--- config.mk ---
export PLATFORM = sky130hd
export DESIGN_NAME = stab_register_array_v2
export DESIGN_NICKNAME = d
export VERILOG_FILES = /design/src/rtl/stab_register_array_v2_pkg.sv /design/src/rtl/stab_register_array_v2_gate_info_fifo.sv /design/src/rtl/stab_register_array_v2.sv
export SDC_FILE = /design/constraint.sdc
export NUM_CORES = 1
export LEC_CHECK = 0
export CAP_MARGIN = 40
export CORE_AREA = 5 5 213 215
export DETAILED_ROUTE_END_ITERATION = 8
export DIE_AREA = 0 0 218 220
export PLACE_DENSITY = 0.71
export SLEW_MARGIN = 20
export SYNTH_ARGS = -nofsm -noshare
export SYNTH_HDL_FRONTEND = slang
export SYNTH_SLANG_ARGS = --single-unit
--- constraint.sdc ---
create_clock -name clk -period 16.8 [get_ports clk]
set_clock_uncertainty 0.15 [all_clocks]
set_input_delay 5.04 -clock clk [delete_from_list [all_inputs] [get_ports clk]]
set_output_delay 5.04 -clock clk [all_outputs]
set_load 0.05 [all_outputs]
--- src/rtl/stab_register_array_v2_pkg.sv ---
// Shared types for the stabilizer register array: command opcodes, seek FSM
// states and the gate-info record carried by the gate FIFO.
package stab_reg_pkg;

  localparam int GI_POS_W = 32;

  typedef enum logic [2:0] {
    NOP       = 3'd0,
    SHIFT_IN  = 3'd1,
    ROT_DOWN  = 3'd2,
    ROT_LEFT  = 3'd3,
    ROT_RIGHT = 3'd4,
    SEEK_COL  = 3'd5,
    CLEAR     = 3'd6,
    WRITEBACK = 3'd7
  } op_e;

  typedef enum logic {
    ST_IDLE = 1'b0,
    ST_SEEK = 1'b1
  } seek_state_e;

  typedef logic [1:0] gate_type_t;

  typedef struct packed {
    gate_type_t            gate_type;
    logic [GI_POS_W-1:0]   pos;
    logic [GI_POS_W-1:0]   pos2;
  } gate_info_t;

endpackage

--- src/rtl/stab_register_array_v2_gate_info_fifo.sv ---
// First-word-fall-through FIFO of gate_info_t records; the head is visible
// combinationally and reads as zero while the FIFO is empty.
module gate_info_fifo
  import stab_reg_pkg::*;
#(
  parameter int DEPTH = 4
) (
  input  logic                      clk,
  input  logic                      rst_new,
  input  logic                      push,
  input  logic                      pop,
  input  gate_info_t                din,
  output gate_info_t                dout,
  output logic                      full,
  output logic                      empty,
  output logic [$clog2(DEPTH):0]    count
);

  localparam int AW = $clog2(DEPTH);

  gate_info_t       mem [DEPTH];
  logic [AW-1:0]    wr_ptr_reg;
  logic [AW-1:0]    rd_ptr_reg;
  logic [AW:0]      count_reg;
  logic             push_ok;
  logic             pop_ok;

  assign full  = (count_reg == (AW+1)'(DEPTH));
  assign empty = (count_reg == '0);
  assign count = count_reg;

  // A pop frees the slot this same edge, so a push against a full FIFO may proceed.
  assign push_ok = push && (!full || pop);
  assign pop_ok  = pop && !empty;

  assign dout = empty ? '0 : mem[rd_ptr_reg];

  always_ff @(posedge clk) begin
    if (push_ok) begin
      mem[wr_ptr_reg] <= din;
    end
  end

  always_ff @(posedge clk or posedge rst_new) begin
    if (rst_new) begin
      wr_ptr_reg <= '0;
      rd_ptr_reg <= '0;
      count_reg  <= '0;
    end else begin
      if (push_ok) begin
        wr_ptr_reg <= wr_ptr_reg + AW'(1);
      end
      if (pop_ok) begin
        rd_ptr_reg <= rd_ptr_reg + AW'(1);
      end
      case ({push_ok, pop_ok})
        2'b10:   count_reg <= count_reg + (AW+1)'(1);
        2'b01:   count_reg <= count_reg - (AW+1)'(1);
        default: count_reg <= count_reg;
      endcase
    end
  end

endmodule

--- src/rtl/stab_register_array_v2.sv ---
// Stabilizer-matrix store with command handshake, row/column rotation, SEEK_COL
// FSM, column-offset tracking, P register and gate-info FIFO.
// Optional feature macro: REG_ARRAY_WRITEBACK_EN (adds wb ports and op 7 WRITEBACK).
module stab_register_array_v2
  import stab_reg_pkg::*;
#(
  parameter int NUM_QUBIT  = 4,
  parameter int MAX_VECTOR = 2**NUM_QUBIT,
  parameter int POS_W      = 32,
  parameter int GI_DEPTH   = 4,
  parameter int CW         = (NUM_QUBIT > 1) ? $clog2(NUM_QUBIT) : 1
) (
  input  logic                                clk,
  input  logic                                rst_new,
  input  logic                                cmd_valid,
  output logic                                cmd_ready,
  input  logic [2:0]                          cmd_op,
  input  logic [CW-1:0]                       cmd_col,
  input  logic [2*NUM_QUBIT-1:0]              literals_in,
  input  logic [MAX_VECTOR-1:0]               phase_in,
  output logic [2*NUM_QUBIT-1:0]              literals_out,
  output logic [MAX_VECTOR-1:0]               phase_out,
  output logic [CW-1:0]                       col_offset,
  output logic                                busy,
  output logic                                seek_done,
  input  logic                                gi_push,
  input  logic                                gi_pop,
  input  logic [1:0]                          gi_gate_type,
  input  logic [POS_W-1:0]                    gi_pos,
  input  logic [POS_W-1:0]                    gi_pos2,
  output logic [1:0]                          go_gate_type,
  output logic [POS_W-1:0]                    go_pos,
  output logic [POS_W-1:0]                    go_pos2,
  output logic                                gi_full,
  output logic                                gi_empty,
  output logic [$clog2(GI_DEPTH):0]           gi_count,
  input  logic [2*NUM_QUBIT*MAX_VECTOR-1:0]   literals_P,
  input  logic                                phase_P,
  input  logic                                valid_P,
  output logic [2*NUM_QUBIT*MAX_VECTOR-1:0]   reg_literals_P,
  output logic                                reg_phase_P
`ifdef REG_ARRAY_WRITEBACK_EN
  ,
  input  logic [2*NUM_QUBIT-1:0]              wb_literals,
  input  logic [MAX_VECTOR-1:0]               wb_phase
`endif
);

  localparam int LW  = 2*NUM_QUBIT;
  localparam int PLW = 2*NUM_QUBIT*MAX_VECTOR;

  logic [LW-1:0]          lit_reg  [NUM_QUBIT];
  logic [LW-1:0]          lit_next [NUM_QUBIT];
  logic [MAX_VECTOR-1:0]  ph_reg   [NUM_QUBIT];
  logic [MAX_VECTOR-1:0]  ph_next  [NUM_QUBIT];
  logic [CW-1:0]          col_offset_reg, col_offset_next;
  logic [CW-1:0]          target_reg, target_next;
  logic [CW-1:0]          col_inc, col_dec;
  seek_state_e            state_reg, state_next;
  logic                   seek_done_reg, seek_done_next;
  logic                   seek_step;
  logic [PLW-1:0]         p_lit_reg;
  logic                   p_ph_reg;
  op_e                    op;
  logic                   fire;
  logic                   do_shift, do_rotd, do_rotl, do_rotr, do_clear, do_wb;
  logic [LW-1:0]          wb_lit;
  logic [MAX_VECTOR-1:0]  wb_ph;

  // Column j of a row occupies literal bits [2j+1:2j].
  function automatic logic [LW-1:0] rot_l(input logic [LW-1:0] row);
    rot_l = row;
    for (int j = 0; j < NUM_QUBIT; j++) begin
      rot_l[2*j +: 2] = row[2*((j + 1) % NUM_QUBIT) +: 2];
    end
  endfunction

  function automatic logic [LW-1:0] rot_r(input logic [LW-1:0] row);
    rot_r = row;
    for (int j = 0; j < NUM_QUBIT; j++) begin
      rot_r[2*j +: 2] = row[2*((j + NUM_QUBIT - 1) % NUM_QUBIT) +: 2];
    end
  endfunction

  assign op        = op_e'(cmd_op);
  assign cmd_ready = (state_reg == ST_IDLE);
  assign busy      = (state_reg == ST_SEEK);
  assign fire      = cmd_valid && cmd_ready;

  assign do_shift = fire && (op == SHIFT_IN);
  assign do_rotd  = fire && (op == ROT_DOWN);
  assign do_rotl  = (fire && (op == ROT_LEFT)) || seek_step;
  assign do_rotr  = fire && (op == ROT_RIGHT);
  assign do_clear = fire && (op == CLEAR);

`ifdef REG_ARRAY_WRITEBACK_EN
  assign do_wb  = fire && (op == WRITEBACK);
  assign wb_lit = wb_literals;
  assign wb_ph  = wb_phase;
`else
  assign do_wb  = 1'b0;
  assign wb_lit = '0;
  assign wb_ph  = '0;
`endif

  assign col_inc = (col_offset_reg == CW'(NUM_QUBIT-1)) ? '0 : col_offset_reg + CW'(1);
  assign col_dec = (col_offset_reg == '0) ? CW'(NUM_QUBIT-1) : col_offset_reg - CW'(1);

  for (genvar gi = 0; gi < NUM_QUBIT; gi++) begin : g_row
    logic [LW-1:0]         lit_above;
    logic [MAX_VECTOR-1:0] ph_above;
    logic                  row_wb;

    // Row 0 receives either the new input row or the wrapped-around last row.
    if (gi == 0) begin : g_first
      assign lit_above = do_shift ? literals_in : lit_reg[NUM_QUBIT-1];
      assign ph_above  = do_shift ? phase_in    : ph_reg[NUM_QUBIT-1];
    end else begin : g_rest
      assign lit_above = lit_reg[gi-1];
      assign ph_above  = ph_reg[gi-1];
    end

    assign row_wb = do_wb && (gi == NUM_QUBIT-1);

    assign lit_next[gi] = do_clear             ? '0 :
                          (do_shift || do_rotd) ? lit_above :
                          do_rotl              ? rot_l(lit_reg[gi]) :
                          do_rotr              ? rot_r(lit_reg[gi]) :
                          row_wb               ? wb_lit :
                                                 lit_reg[gi];

    assign ph_next[gi]  = do_clear             ? '0 :
                          (do_shift || do_rotd) ? ph_above :
                          row_wb               ? wb_ph :
                                                 ph_reg[gi];
  end

  always_comb begin
    col_offset_next = col_offset_reg;
    if (do_clear) begin
      col_offset_next = '0;
    end else if (do_rotl) begin
      col_offset_next = col_inc;
    end else if (do_rotr) begin
      col_offset_next = col_dec;
    end
  end

  always_comb begin
    state_next     = state_reg;
    target_next    = target_reg;
    seek_done_next = 1'b0;
    seek_step      = 1'b0;
    case (state_reg)
      ST_IDLE: begin
        if (fire && (op == SEEK_COL)) begin
          if (cmd_col == col_offset_reg) begin
            seek_done_next = 1'b1;
          end else begin
            state_next  = ST_SEEK;
            target_next = cmd_col;
          end
        end
      end
      ST_SEEK: begin
        // Leave on the edge that performs the final rotation, so busy spans exactly the rotate cycles.
        seek_step = 1'b1;
        if (col_inc == target_reg) begin
          state_next     = ST_IDLE;
          seek_done_next = 1'b1;
        end
      end
      default: state_next = ST_IDLE;
    endcase
  end

  always_ff @(posedge clk or posedge rst_new) begin
    if (rst_new) begin
      for (int r = 0; r < NUM_QUBIT; r++) begin
        lit_reg[r] <= '0;
        ph_reg[r]  <= '0;
      end
      col_offset_reg <= '0;
      target_reg     <= '0;
      state_reg      <= ST_IDLE;
      seek_done_reg  <= 1'b0;
      p_lit_reg      <= '0;
      p_ph_reg       <= 1'b0;
    end else begin
      for (int r = 0; r < NUM_QUBIT; r++) begin
        lit_reg[r] <= lit_next[r];
        ph_reg[r]  <= ph_next[r];
      end
      col_offset_reg <= col_offset_next;
      target_reg     <= target_next;
      state_reg      <= state_next;
      seek_done_reg  <= seek_done_next;
      if (valid_P) begin
        p_lit_reg <= literals_P;
        p_ph_reg  <= phase_P;
      end
    end
  end

  assign literals_out   = lit_reg[NUM_QUBIT-1];
  assign phase_out      = ph_reg[NUM_QUBIT-1];
  assign col_offset     = col_offset_reg;
  assign seek_done      = seek_done_reg;
  assign reg_literals_P = p_lit_reg;
  assign reg_phase_P    = p_ph_reg;

  gate_info_t gi_din;
  gate_info_t gi_dout;

  assign gi_din.gate_type = gi_gate_type;
  assign gi_din.pos       = gi_pos;
  assign gi_din.pos2      = gi_pos2;

  gate_info_fifo #(
    .DEPTH (GI_DEPTH)
  ) u_gate_info_fifo (
    .clk   (clk),
    .rst_new (rst_new),
    .push  (gi_push),
    .pop   (gi_pop),
    .din   (gi_din),
    .dout  (gi_dout),
    .full  (gi_full),
    .empty (gi_empty),
    .count (gi_count)
  );

  assign go_gate_type = gi_dout.gate_type;
  assign go_pos       = gi_dout.pos;
  assign go_pos2      = gi_dout.pos2;

endmodule

# --- Yosys cells after proc, flatten, opt, wreduce, memory -nomap -nowiden ---
# Memory sizes are Yosys's and may differ from the RTL's.
# Index checks and enable logic that the tools add are counted.
word_totals:
  ff_bits: 238
  ram_bits: 264
  inputBits: 230
  output_inout_bits: 229
  elab_cells: 103
  memories: 1
memory_table:
  columns: ["name", "words", "width", "rd", "rd_clocked_by_memory_dff", "write_ports", "line", "source"]
  rows:
  - ["u_gate_info_fifo.mem", 4, 66, 1, 0, 1, "stab_register_array_v2_gate_info_fifo.sv:21", "gate_info_t mem [DEPTH];"]
op_classes:
  addsub: 6
  eq_ne: 12
  muxes: 44
  bitwise: 2
  n_reduce_logical: 21
ops:
  columns: ["cell", "n"]
  rows:
  - ["$mux 16", 9]
  - ["$mux 8", 17]
  - ["$mux 66", 1]
  - ["$eq 3x3->1 const B", 4]
  - ["$mux 2", 5]
  - ["$logic_and 1x1->1", 9]
  - ["$mux 1", 9]
  - ["$add 2x1->2 const B", 3]
  - ["$eq 3x2->1 const B", 2]
  - ["$pmux 3 s2", 1]
  - ["$eq 2x2->1", 2]
  - ["$eq 2x2->1 const B", 2]
  - ["$pmux 1 s2", 2]
  - ["$reduce_bool 2->1", 2]
  - ["$reduce_bool 4->1", 1]
  - ["$add 3x1->3 const B", 1]
  - ["$eq 3x1->1 const B", 1]
  - ["$logic_not 3->1", 1]
  - ["$logic_or 1x1->1", 3]
  - ["$reduce_and 3->1", 1]
  - ["$reduce_bool 3->1", 1]
  - ["$sub 3x1->3 const B", 1]
  - ["$eq 2x1->1 const B", 1]
  - ["$logic_not 1->1", 2]
  - ["3 further kinds", 4]

# --- Longest topological paths before layout ---
# Gate-level depths: netlist of the first run.
logic_depth:
  ltp_word: 7
  mapped_depth: 10

# --- By module ---
# Synthesis of the first run repeated with hierarchy kept, for this count alone.
unflattened:
  hier_cells: 1215
  hier_area_um2: 20163.1
by_module_without_submodules:
  columns: ["module", "n_inst", "cells_each", "area_per_inst_um2", "seq_area_each_um2"]
  rows:
  - ["gate_info_fifo", 1, 458, 10408.7, 8102.8]
  - ["stab_register_array_v2", 1, 757, 9754.4, 5780.5]

# --- Least setup slack after synthesis of the first run ---
# Ideal clock, no wire load.
synth_timing:
  kind: "input -> register"
  start: "input gi_pop"
  end: "memory u_gate_info_fifo.mem[0][0] (netlist name), enable pin"
  setup_ps: 431
  arrival_ps: 6843
  setup_slack_ps: 9376
  cell_stages: 2
  n_path_buf: 0
  cell_sequence: "o21a_1 -> and2_1"
synth_between:
  elab_chain_len: 4
synth_rtl:
  columns: ["element", "line", "source"]
  rows:
  - ["start: declaration", "stab_register_array_v2.sv:27", "input logic gi_pop,"]
  - ["$logic_or 1x1->1", "stab_register_array_v2_gate_info_fifo.sv:33", "assign push_ok = push && (!full || pop);"]
  - ["$logic_and 1x1->1", "stab_register_array_v2_gate_info_fifo.sv:33", null]
  - ["$mux 1", "stab_register_array_v2_gate_info_fifo.sv:39", "if (push_ok) begin"]
  - ["$mux 1 (implied by the code)", "stab_register_array_v2_gate_info_fifo.sv:40", "mem[wr_ptr_reg] <= din;"]
  - ["end: declaration", "stab_register_array_v2_gate_info_fifo.sv:21", null]
# Every way passes these cells.

# --- Worst setup path after layout of the first run ---
layout_timing:
  start: "register u_gate_info_fifo.rd_ptr_reg[0]"
  end: "output go_pos[25]"
layout_between:
  elab_chain_len: 2
layout_rtl:
  columns: ["element", "line", "source"]
  rows:
  - ["start: declaration", "stab_register_array_v2_gate_info_fifo.sv:23", "logic [AW-1:0] rd_ptr_reg;"]
  - ["start signal: assignment", "stab_register_array_v2_gate_info_fifo.sv:54", "rd_ptr_reg <= rd_ptr_reg + AW'(1);"]
  - ["$mem_v2 4x66", null, null]
  - ["$mux 66", "stab_register_array_v2_gate_info_fifo.sv:36", "assign dout = empty ? '0 : mem[rd_ptr_reg];"]
  - ["end: declaration", "stab_register_array_v2.sv:32", "output logic [POS_W-1:0] go_pos,"]
# Every way passes these cells.

==> summary.md, run 1 <==
| Metric | Value |
|---|---|
| Outcome | `completed` |
| Cell Rows | `77` |
| Async set-reset flop share out of synthesis | `47.4%` |
| Synth top cells by count | `edfxtp_1, dfrtp_1, mux2_2` |
| Most common cell in the netlist | `edfxtp_1` |
| Combinational share of power | `39.7%` |
| Sw power | `0.00174 W` |
| Fin util | `62.0%` |
| Gr ovfl total | `0` |
| P&R area growth vs syn | `34.2%` |
| RSZ-0062 raised after global routing | `false` |
| Syn Std Cell Area | `20100 um^2` |
| Slew headroom | `44.1%` |
| Final WL | `53900 um` |
| Largest net degree at the start of global routing | `69` |
| Mapped Nets | `1412` |
| Post-Route Setup TNS | `0 ns` |
| Clock tree buffer depth | `3` |
| Post-CTS sizing | `0` |
| Initial antenna violation count | `10` |
| Achievable Freq | `0.116 GHz` |
| Die X | `218 um` |
| Die H | `220 um` |
| Max reg flops | `264` |
| Area post-placement | `25300 um^2` |
| First-pass GRT wire length | `80400 um` |
| Final hold violations | `0` |
| Worst-Margin Slew | `0.839 ns` |
| Final ANT Viol Nets | `0` |
| Crit Reg-Reg Endpoint | `u_gate_info_fifo.count[2]$_DFFE_PP0P_` |
| Iter 0 DRT Violations | `789` |
| Synth top area cells | `edfxtp_1, dfrtp_1, mux2_2` |
| CP max stage delay | `0.74 ns` |
| PortBufs | `458` |
| Sequential Power Share | `36.4%` |
| CP Max Fanout | `35` |
| # nets final | `1867` |
| Most flop-heavy register | `u_gate_info_fifo.mem` |
| Power density cells | `171 nW/um^2` |
| Num CTS Buffers | `52` |
| DRC | `0` |
| CP endpoint kind | `output pin` |
| Post-CTS Hold Fix Bufs | `0` |
| Synth Flop Type | `edfxtp_1` |
| Synth top area share | `39.4%` |
| Flop2flop setup slack | `13.75 ns` |
| Sink Count | `502` |
| Cell variety after synth | `57` |
| Worst Hold Class | `reg2reg` |
| Hold endpoint | `g_row[3].ph_above[6]$_DFFE_PP0P_` |
| Core Area | `43500 um^2` |
| Root buffer cell | `clkbuf_16` |
| Max cap viols | `0` |
| Crit-path cells | `buf_4 > buf_16 > mux4_2 > nor2b_1 > clkdlybuf4s50_1` |
| Num ports | `459` |
| Die area | `48000 um^2` |
| Drt pass-1 iters | `6` |
| Sequential element share of the synthesized area | `69.1%` |
| H-tree Lvls | `2` |
| GRT Total Usage | `21.9%` |
| Switching share of power | `37.8%` |
| HP Start | `g_row[2].ph_above[6]$_DFFE_PP0P_` |
| Worst R2R Start | `u_gate_info_fifo.count[0]$_DFFE_PP0P_` |
| Kind of critical path | `reg2out` |
| Post-CTS Setup Bufs | `0` |
| Internal power | `0.00287 W` |
| Clock-pin transition on the worst setup and hold timing paths | `0.06 ns` |
| Pleak | `10.2 nW` |
| Clock Power Share | `23.9%` |
| Layout fillers | `3287` |
| DR WL/cell | `23.8 um` |
| #FFs+latches synth | `502` |
| HPWL after DPL | `37300 um` |
| CTS tree | `built` |
| Cell count along the critical path | `5` |
| Min Tclk post-route | `8.65 ns` |
| Setup violators final | `0` |
| Sum of buffers and inverters on the critical path | `3` |
| Required time of the critical path | `11.61 ns` |
| Post-synth top area cell | `edfxtp_1` |
| VDD IR max | `0.000106 V` |
| Vias in the first global route | `12944` |
| Starting Density | `46.2%` |
| Routability Congestion | `0.813` |
| Slowest cell on crit path | `clkdlybuf4s50_1` |
| DR vias | `12300` |
| R2R depth | `9` |
| Final Cycle Share | `51.5%` |
| Largest delay share family, worst path | `buffers and inverters` |
| Ys Warns | `0` |
| Vias per inst | `5.42` |
| WHS | `0.338 ns` |
| Cells on Worst Hold Path | `1` |
| Post-synth EDFFs | `264` |
| Final-report max-slew violation count | `0` |
| Insertion delay to the later sink of the worst-skew pair | `0.59 ns` |
| Mapped Cells | `1174` |
| Finished Cell Area | `27000 um^2` |
| Syn_area_per_cell | `17.1 um^2` |
| Startpoint Class | `register` |
| Layout cell share with drive strength beyond 1 | `18.7%` |
| Crit path DAT | `3.46 ns` |
[per-layer routing]
metal | vias up | global-route usage [%] | wire length (um)
met5 | - | 0 | 46
met4 | 8 | 6.64 | 1390
met3 | 85 | 7.54 | 4860
met2 | 472 | 36.6 | 27000
met1 | 6263 | 27.3 | 20600
li1 | 5472 | - | -
[cells by family (layout without fill, tap and decap cells)]
kind of cell	Yosys count	after routing	share of synthesized area (%)
DFF	502	502	69.1
muxes	216	216	15.7
AOI/OAI and AO/OA	208	208	8.01
and+or+nand+nor	134	134	3.86
buffers and inverters	93	591	2.25
xor gates and xnor gates	13	13	0.604
adders and majority gates	8	8	0.535
other	0	5	0
[metrics by stage]
stage | cells | total power (W) | setup slack [ns]
floorplan | 1174 | 0.00290 | 5.08
global placement | 2158 | 0.00350 | 8.47
detailed placement | 2163 | 0.00354 | 8.70
CTS | 2260 | 0.00466 | 8.03
global route | 2264 | 0.00481 | 7.91
finish | 2269 | 0.00461 | 8.15
[layout by cell type, fill, tap and decap left out, drive strengths merged, types with 7 or more instances in the layout]
cell / Yosys / layout
nor2b: 61 / 61
o22ai: 15 / 15
nor2: 10 / 10
a22oi: 21 / 21
a21boi: 9 / 9
buf: 49 / 22
a22o: 49 / 49
edfxtp: 264 / 264
clkinv: 1 / 17
clkbuf: 29 / 77
and2: 10 / 10
mux4: 66 / 66
xnor2: 7 / 7
mux2: 132 / 132
clkdlybuf4s50: 0 / 457
nand2: 26 / 26
o21ai: 33 / 33
mux2i: 18 / 18
o2bb2ai: 24 / 24
inv: 14 / 15
and2b: 10 / 10
o221ai: 18 / 18
a211oi: 15 / 15
dfrtp: 238 / 238
ha: 7 / 7
[worst max-delay path by stage]
stage	from	end	slack, ns
floorplan	rst_new	busy$_DFF_PP0_	5.08
global placement	u_gate_info_fifo.rd_ptr_reg[0]$_DFFE_PP0P_	go_pos[25]	8.47
detailed placement	u_gate_info_fifo.rd_ptr_reg[0]$_DFFE_PP0P_	go_pos[15]	8.70
CTS	u_gate_info_fifo.rd_ptr_reg[0]$_DFFE_PP0P_	go_pos[25]	8.03
global route	u_gate_info_fifo.rd_ptr_reg[0]$_DFFE_PP0P_	go_pos[28]	7.91
finish	u_gate_info_fifo.rd_ptr_reg[0]$_DFFE_PP0P_	go_pos[25]	8.15
[layout make-up]
cell class	instances	area, um^2	area share [%]
clock inverters	20	163	0.603
multi-input cells	579	5780	21.4
flip-flops and latches	502	13900	51.5
repair buffers	479	4860	18.0
diodes	5	12.5	0.0464
well taps	592	741	2.74
inverters	15	63.8	0.236
clock buffers	77	1470	5.44
[power groups by stage]
| stage | sequential, W | clock [W] | combinational [W] |
|---|---|---|---|
| 2_1_floorplan | 0.00182 | 0 | 0.00109 |
| 4_1_cts | 0.00168 | 0.00113 | 0.00185 |
| 3_3_place_gp | 0.00171 | 0 | 0.00179 |
| 3_5_place_dp | 0.00170 | 0 | 0.00184 |
| 5_1_grt | 0.00170 | 0.00118 | 0.00193 |
| 6_report | 0.00168 | 0.00110 | 0.00183 |
(Power assumes the default switching activity.)
==> run 2, diff against run 1 <==
- clock period: 16.8 -> 8.1 ns (I/O delays scaled with it)
==> summary.md, run 2 (synthesis gave the netlist of run 1 again) <==
| Metric | Value |
|---|---|
| RSZ-0062 raised after global routing | `false` |
| Crit path DAT | `3.55 ns (+0.09 ns)` |
| # nets final | `1869 (+0.11%)` |
| Crit Reg-Reg Endpoint | `u_gate_info_fifo.count[2]$_DFFE_PP0P_` |
| Root buffer cell | `clkbuf_16` |
| Initial antenna violation count | `10 (unchanged)` |
| Kind of critical path | `reg2out` |
| Worst Hold Class | `reg2reg` |
| Post-CTS sizing | `0 (unchanged)` |
| Layout fillers | `3219 (-2.1%)` |
| Num ports | `459 (unchanged)` |
| Power density cells | `361 nW/um^2 (+110%)` |
| Slew headroom | `47.1% (+3.0 points)` |
| Largest net degree at the start of global routing | `151 (+120%)` |
| Most frequent cells in the layout | `clkdlybuf4s50_1, edfxtp_1, dfrtp_1` |
| CP max stage delay | `0.75 ns (about the same)` |
| Vias per inst | `5.43 (+0.18%)` |
| Sink Count | `502 (unchanged)` |
| Gr ovfl total | `0 (unchanged)` |
| Insertion delay to the later sink of the worst-skew pair | `0.58 ns (about the same)` |
| Hold endpoint | `g_row[1].ph_above[3]$_DFFE_PP0P_` |
| Max reg flops | `264 (unchanged)` |
| First-pass GRT wire length | `80300 um (-0.12%)` |
| H-tree Lvls | `2 (unchanged)` |
| Max cap viols | `0 (unchanged)` |
| Core Area | `43500 um^2 (unchanged)` |
| Final hold violations | `0 (unchanged)` |
| DRC | `0 (unchanged)` |
| PortBufs | `458 (unchanged)` |
| Final setup margin | `1.97 ns (-6.17 ns)` |
| Final WL | `54000 um (+0.23%)` |
| CTS tree | `built` |
| Layout Cells excl Fill | `2266 (-0.13%)` |
| DR WL/cell | `23.8 um (+0.36%)` |
| VDD IR max | `0.000233 V (+120%)` |
| Final-report max-slew violation count | `0 (unchanged)` |
| R2R depth | `9 (unchanged)` |
| Min Tclk post-route | `6.13 ns` |
| Most flop-heavy register | `u_gate_info_fifo.mem` |
| Num CTS Buffers | `51 (-1.9%)` |
| Pleak | `10.3 nW (+1.0%)` |
| GRT Total Usage | `21.8% (-0.10 points)` |
| Layout cell share with drive strength beyond 1 | `19.4% (+0.78 points)` |
| Worst R2R Start | `u_gate_info_fifo.count[1]$_DFFE_PP0P_` |
| Die area | `48000 um^2 (unchanged)` |
| DR vias | `12306 (+0.049%)` |
| Post-CTS Setup Bufs | `0 (unchanged)` |
| Vias in the first global route | `13096 (+1.2%)` |
| Slowest cell on crit path | `dfrtp_4` |
| Final ANT Viol Nets | `0 (unchanged)` |
| Die X | `218 um (unchanged)` |
| Worst-Margin Slew | `0.793 ns (-0.0457 ns)` |
| Crit-path cells | `buf_12 > buf_4 > mux4_2 > nor2b_1 > clkdlybuf4s50_1` |
| HP Start | `g_row[1].ph_above[3]$_DFFE_PP0P_` |
| Die H | `220 um (unchanged)` |
| Post-Route Setup TNS | `0 ns (unchanged)` |
| Final Cycle Share | `75.6%` |
| Post-CTS Hold Fix Bufs | `0 (unchanged)` |
| Place WS | `2.44 ns (-6.25 ns)` |
| Setup violators final | `0 (unchanged)` |
| Cell Rows | `77 (unchanged)` |
| Outcome | `completed` |
| Routability Congestion | `0.841 (+3.5%)` |
| Clock-pin transition on the worst setup and hold timing paths | `0.06 ns (about the same)` |
| Drt pass-1 iters | `5 (-1)` |
| Cells on Worst Hold Path | `1 (unchanged)` |
| Required time of the critical path | `5.52 ns (-6.09 ns)` |
| Placed cell count | `2166 (+0.14%)` |
| Clock tree buffer depth | `3 (unchanged)` |
| Iter 0 DRT Violations | `840 (+6.5%)` |
| HPWL after DPL | `37500 um (+0.28%)` |
| P&R area growth vs syn | `35.5%` |
| Achievable Freq | `0.163 GHz` |
| Starting Density | `46.2% (unchanged)` |
| CP endpoint kind | `output pin` |
| Most common cell after layout, fill and taps aside | `clkdlybuf4s50_1` |
| Startpoint Class | `register` |
| CP Max Fanout | `24 (-31%)` |
| Flop2flop setup slack | `5.08 ns (-8.67 ns)` |
-- run 2: cell count changes in the layout (fill, tap and decap cells not counted), sizes merged --
cell | before | now
clkinv | 17 | 13
bufinv | 2 | 10
clkinvlp | 1 | 6
diode | 5 | 2
buf | 22 | 25
clkbuf | 77 | 66
inv | 15 | 14
-- run 2: worst max-delay path by stage --
stage | from | end | slack, ns | depth (start not counted)
2_1_floorplan | rst_new | busy$_DFF_PP0_ | 2.40 | 1
3_3_place_gp | u_gate_info_fifo.rd_ptr_reg[0]$_DFFE_PP0P_ | go_pos[24] | 2.33 | 4
3_5_place_dp | u_gate_info_fifo.rd_ptr_reg[0]$_DFFE_PP0P_ | go_pos[28] | 2.44 | 5
4_1_cts | u_gate_info_fifo.rd_ptr_reg[0]$_DFFE_PP0P_ | go_pos[30] | 1.82 | 5
5_1_grt | u_gate_info_fifo.rd_ptr_reg[0]$_DFFE_PP0P_ | go_pos[16] | 1.68 | 5
6_report | u_gate_info_fifo.rd_ptr_reg[0]$_DFFE_PP0P_ | go_pos[16] | 1.97 | 5
-- run 2: metrics by stage --
step                      cell area [um^2]  total power [W]  hold slack (ns)  utilization (%)
after floorplan                      20100          0.00603            0.307                -
after global placement               25100          0.00728            0.321             57.7
after detailed placement             25400          0.00739            0.324             58.2
after CTS                            27200          0.00993            0.344             62.4
after global routing                 27200           0.0102            0.360             62.6
final                                27200          0.00983            0.343             62.6
-- run 2: routing by layer --
layer,GRT usage [%],share of wire (%),wire [um],vias to the layer above
li1,-,-,-,5450
met1,27.1,38,20800,6287
met2,36.0,49,26700,457
met3,8.53,9.4,5070,96
met4,6.05,2.5,1340,16
met5,0,0.17,92,-
-- run 2: final cells by class --
| type | instances | area (um^2) | area share (%) |
|---|---|---|---|
| antenna | 2 | 5.00 | 0.0184 |
| clock buffer | 66 | 1400 | 5.15 |
| clock inverter | 28 | 407 | 1.49 |
| inverter | 15 | 60.1 | 0.220 |
| multi-input combinational | 579 | 5780 | 21.2 |
| sequential | 502 | 13900 | 51.0 |
| tap | 592 | 741 | 2.72 |
| timing repair buffer | 482 | 4960 | 18.2 |
-- run 2: where the power goes --
part           leakage [nW]  switching [W]  internal [W]
registers              5.39       0.000306       0.00318
clock network         0.875       0.000980       0.00154
logic                  4.02        0.00235       0.00147
-- run 2: worst max-delay path, delay by kind of cell (launching register included) --
kind,cells,cell delay (ns)
mux,1,0.58
simple gates,1,0.14
buf+inv,3,1.48
flops,1,0.75
